`config.mk`:
```
export PLATFORM = sky130hd
export DESIGN_NAME = mux_scan_ctrl
export DESIGN_NICKNAME = d
export VERILOG_FILES = /design/src/rtl/mux_scan_ctrl.sv
export SDC_FILE = /design/constraint.sdc
export NUM_CORES = 1
export LEC_CHECK = 0
export CAP_MARGIN = 20
export CORE_AREA = 2 2 109 85
export DETAILED_ROUTE_END_ITERATION = 8
export DIE_AREA = 0 0 111 87
export HOLD_SLACK_MARGIN = 0.1
export MAX_ROUTING_LAYER = met4
export REMOVE_ABC_BUFFERS = 1
export SLEW_MARGIN = 15
export SYNTH_ARGS = -nofsm -noshare
export SYNTH_HDL_FRONTEND = slang
export SYNTH_SLANG_ARGS = --single-unit
```
`constraint.sdc`:
```
create_clock -name clk -period 1.5 [get_ports clk]
set_input_delay 0.3 -clock clk [delete_from_list [all_inputs] [get_ports clk]]
set_output_delay 0.3 -clock clk [all_outputs]
set_load 0.005 [all_outputs]
```
`src/rtl/mux_scan_ctrl.sv`:
```
// Scan sequencer for a 16:1 mux: steps sel through all channels, samples mux_out
// per channel and assembles a 16-bit word. Optional `MUX_SCAN_CONT_EN adds a `cont` input.
module mux_scan_ctrl #(
  parameter int unsigned SETTLE = 1
) (
  input  logic        clk,
  input  logic        rst_n,
  input  logic        start,
`ifdef MUX_SCAN_CONT_EN
  input  logic        cont,
`endif
  output logic [3:0]  sel,
  input  logic        mux_out,
  output logic        busy,
  output logic        done,
  output logic [15:0] word
);

  typedef enum logic [1:0] {
    S_IDLE,
    S_SETTLE,
    S_SAMPLE,
    S_DONE
  } state_e;

  localparam logic [3:0] SETTLE_LAST = 4'(SETTLE - 1);

  state_e      state_q, state_d;
  logic [3:0]  sel_q, sel_d;
  logic [3:0]  cnt_q, cnt_d;
  logic [15:0] shadow_q, shadow_d;
  logic [15:0] word_q, word_d;
  logic        busy_q, busy_d;
  logic        done_q, done_d;

  always_comb begin
    state_d  = state_q;
    sel_d    = sel_q;
    cnt_d    = cnt_q;
    shadow_d = shadow_q;
    word_d   = word_q;

    case (state_q)
      S_IDLE: begin
        if (start) begin
          state_d  = S_SETTLE;
          sel_d    = 4'd0;
          cnt_d    = 4'd0;
          shadow_d = 16'h0000;
        end
      end

      S_SETTLE: begin
        cnt_d = cnt_q + 4'd1;
        if (cnt_q == SETTLE_LAST) begin
          state_d = S_SAMPLE;
        end
      end

      S_SAMPLE: begin
        shadow_d[sel_q] = mux_out;
        if (sel_q == 4'd15) begin
          // Bit 15 is taken straight from mux_out so word is complete on entry to DONE.
          word_d  = {mux_out, shadow_q[14:0]};
          state_d = S_DONE;
        end else begin
          sel_d   = sel_q + 4'd1;
          cnt_d   = 4'd0;
          state_d = S_SETTLE;
        end
      end

      S_DONE: begin
        sel_d   = 4'd0;
        state_d = S_IDLE;
`ifdef MUX_SCAN_CONT_EN
        if (cont) begin
          cnt_d    = 4'd0;
          shadow_d = 16'h0000;
          state_d  = S_SETTLE;
        end
`endif
      end

      default: begin
        state_d = S_IDLE;
        sel_d   = 4'd0;
        cnt_d   = 4'd0;
      end
    endcase

    // Status flags are decoded from the next state so they are registered alongside it.
    busy_d = (state_d != S_IDLE);
    done_d = (state_d == S_DONE);
  end

  always_ff @(posedge clk) begin
    if (!rst_n) begin
      state_q  <= S_IDLE;
      sel_q    <= 4'd0;
      cnt_q    <= 4'd0;
      shadow_q <= 16'h0000;
      word_q   <= 16'h0000;
      busy_q   <= 1'b0;
      done_q   <= 1'b0;
    end else begin
      state_q  <= state_d;
      sel_q    <= sel_d;
      cnt_q    <= cnt_d;
      shadow_q <= shadow_d;
      word_q   <= word_d;
      busy_q   <= busy_d;
      done_q   <= done_d;
    end
  end

  assign sel  = sel_q;
  assign busy = busy_q;
  assign done = done_q;
  assign word = word_q;

endmodule

```
==> flow_metrics.py <==
metrics = {
    "route": {
        "num_vias": 1906,
        "drc": 0,
        "firstDrtPassIters": 4,
        "wirelength_mm": 5.36,
        "wl_per_cell_um": 13.7,
        "ant_nets": 0,
        "drt_iter0_drc": 104,
        "avgViaCountPerCell": 4.87,
    },
    "finish": {
        "finish.utilization": 0.315,
        "area_growth_pct": 30.9,
        "num-nets-final": 288,
        "diodes": 0,
        "final_area_um2": 2730,
        "drive_gt1_frac": 0.147,
    },
    "logic_synthesis": {
        "ys_async_sr_fraction": 0,
        "yosys_warnings": 0,
        "synth-seq-cells": 43,
        "netlist_area_um2": 2080,
        "synth_top_flop_cell": "dfxtp_1",
        "yosys.cell_types.count": 39,
        "syn_inst": 245,
        "synth_edf_count": 0,
        "avgSynthCellArea_um2": 8.51,
        "seq_area_frac_synth": 0.413,
    },
    "critical_path": {
        "reg2reg_slack_ns": 0.08,
        "critical_path_class": "flop to output pin",
        "cpMaxStageDelayCell": "clkdlybuf4s50_1",
        "crit_fanout": 7,
        "critPathArrivalTime_ns": 1.17,
        "cp-start-kind": "flop",
        "cpPeakStageDelay_ns": 0.50,
        "cpLargestDelayFamily": "buffers and inverters",
        "path_cells": "clkdlybuf4s50_1",
        "worstReg2RegStart": "sel[1]",
        "required_ns": 1.20,
        "cp_num_buf_inv": 1,
        "r2r_cells": 6,
        "critPathCaptureType": "output pin",
        "worstReg2RegEnd": "shadow_q[1]",
    },
    "timing": {
        "hold_ws_ns": 0.463,
        "clock_skew_ns": 0.00580,
        "finalHoldViolations": 0,
        "drv_slew": 0,
        "setup_violations": 0,
        "max_freq_ghz": 0.682,
        "slew_headroom": 0.779,
        "rsz0062_at_grt": "false",
        "post-route-period-util": 0.978,
        "max_slew.worst_pin.slew_ns": 0.331,
        "min_period_ns": 1.47,
        "setup_tns_ns": 0,
    },
    "min_path": {
        "worstHoldStart": "shadow_q[2]",
        "holdPathStages": 2,
        "hp-class": "flop to flop",
        "min_to": "shadow_q[2]",
    },
    "clock_tree": {
        "clkLatencyLatePin_ns": 0.28,
        "clk_pin_slew_worst_paths_ns": 0.06,
        "cts_sinks": 43,
        "cts_root_buf": "clkbuf_16",
        "cts_tree": "built",
        "postCtsHoldBufs": 0,
        "h-tree-depth": 2,
        "postCtsSetupRepairBufs": 0,
        "clock_path_buffers": 2,
        "numCtsBuffers": 5,
    },
    "grt": {
        "grt_pass1_vias": 1786,
        "grt_remaining_overflow": 0,
        "grt_pass1_wl_mm": 9.09,
        "grt_util_all_layers": 0.120,
        "antenna_found_initial": 0,
        "grt_max_degree": 30,
    },
    "die": {
        "core-area_um2": 8670,
        "io_pins": 26,
        "initial_core_util": 0.240,
        "die_w_um": 111,
        "die_h_um": 87,
        "dieArea_um2": 9660,
        "rows": 30,
    },
    "placed_design": {
        "portBuffers": 25,
        "dpl_cell_area_um2": 2550,
        "post-dp-hpwl_mm": 3.82,
        "place_congestion": 0.829,
    },
    "pwr": {
        "ir_worst_vdd_uv": 416,
        "clockPowerShare": 0.477,
        "p_sw_w": 0.000588,
        "power_density_nw_per_um2": 976,
        "leakage_nw": 0.932,
        "internal-power_w": 0.00207,
        "p_seq_frac": 0.437,
        "comb_power_share": 0.086,
        "p_sw_frac": 0.221,
    },
    "job": {
        "drv_cap": 0,
    },
    "status": {
        "status": "completed",
    },
}
==> worst max-delay path by stage <==
stage	startpoint	to	slack, ns	cells after the start
after floorplan	state_q[1]	word[0]	-0.19	3
after global placement	rst_n	shadow_q[9]	-0.05	4
after detailed placement	rst_n	shadow_q[5]	-0.05	4
after CTS	sel[3]	sel[3]	0.0005	1
after global routing	sel[3]	sel[3]	0.008	1
final	sel[3]	sel[3]	0.03	1
==> power groups by stage <==
| stage | registers (W) | clock network (W) | logic (W) |
|---|---|---|---|
| 6_report | 0.00116 | 0.00127 | 0.000230 |
| 5_1_grt | 0.00116 | 0.00134 | 0.000254 |
| 4_1_cts | 0.00116 | 0.00129 | 0.000230 |
| 3_5_place_dp | 0.00119 | 0 | 0.000228 |
| 3_3_place_gp | 0.00119 | 0 | 0.000227 |
| 2_1_floorplan | 0.00121 | 0 | 0.000103 |
==> cell families after synthesis <==
logic type	Yosys count	synth area share
simple gates	82	0.236
mux	4	0.0192
flops	43	0.413
compound gates	80	0.220
fa+ha+maj	6	0.0360
buf+inv	30	0.0762
==> what timing repair did <==
item,in CTS,in global routing
setup endpoints to repair,4,2
hold endpoints to repair,0,0
gates resized for setup,8,2
pin swaps,0,0
==> area by class of cell <==
cell class                 instances  area [um^2]
clock buffer                       6          139
tap                              112          140
fill                             921         5940
clock inverter                     2         35.0
sequential                        43          872
inverter                           7         26.3
multi-input combinational        172         1060
timing repair buffer              49          452
==> cell usage in the layout (no fill, tap or decap), types with 2 or more instances in the layout <==
master	instances
clkdlybuf4s50_1	22
nand4b_1	8
and3_1	2
ha_1	6
nand2b_1	4
a22oi_1	2
nand3b_1	3
dfxtp_1	38
o21ai_0	19
o22ai_1	15
nand2_1	19
buf_4	22
nand4bb_1	4
mux2i_1	4
nand4_1	7
dlygate4sd2_1	3
nor2b_1	3
inv_1	6
o211ai_1	2
dfxtp_2	3
a21oi_1	36
nand3_1	23
clkbuf_16	5
buf_12	2
dfxtp_4	2
==> registers in the layout (all words and copies together), names as in the netlist <==
register  cells
busy          1
cnt_q         4
done          1
sel           4
shadow_q     15
state_q       2
word         16
==> synth_stat cells (6+ instances only) <==
master	number	area, um^2
o22ai_1	15	93.8
o21ai_0	19	95.1
a21oi_1	36	180
nand3_1	23	115
nand4_1	7	43.8
clkbuf_1	8	30.0
nand4b_1	8	70.1
ha_1	6	75.1
nand2_1	19	71.3
inv_1	6	22.5
dfxtp_1	43	861
buf_2	7	35.0
==> per-stage QoR <==
step	power, W	setup WS, ns	instances
final	0.00266	0.0334	391
after global routing	0.00275	0.00808	391
after CTS	0.00268	0.000492	391
after detailed placement	0.00142	-0.0548	383
after global placement	0.00142	-0.0519	383
after floorplan	0.00131	-0.193	222
==> layer usage <==
metal / share of wire / track usage / up-vias
met2: 0.44 / 0.178 / 42
met3: 0.044 / 0.0271 / 6
li1: - / - / 968
met4: 0.011 / 0.0375 / 0
met5: 0 / - / -
met1: 0.50 / 0.163 / 890
Power figures use the tool's default switching activity.
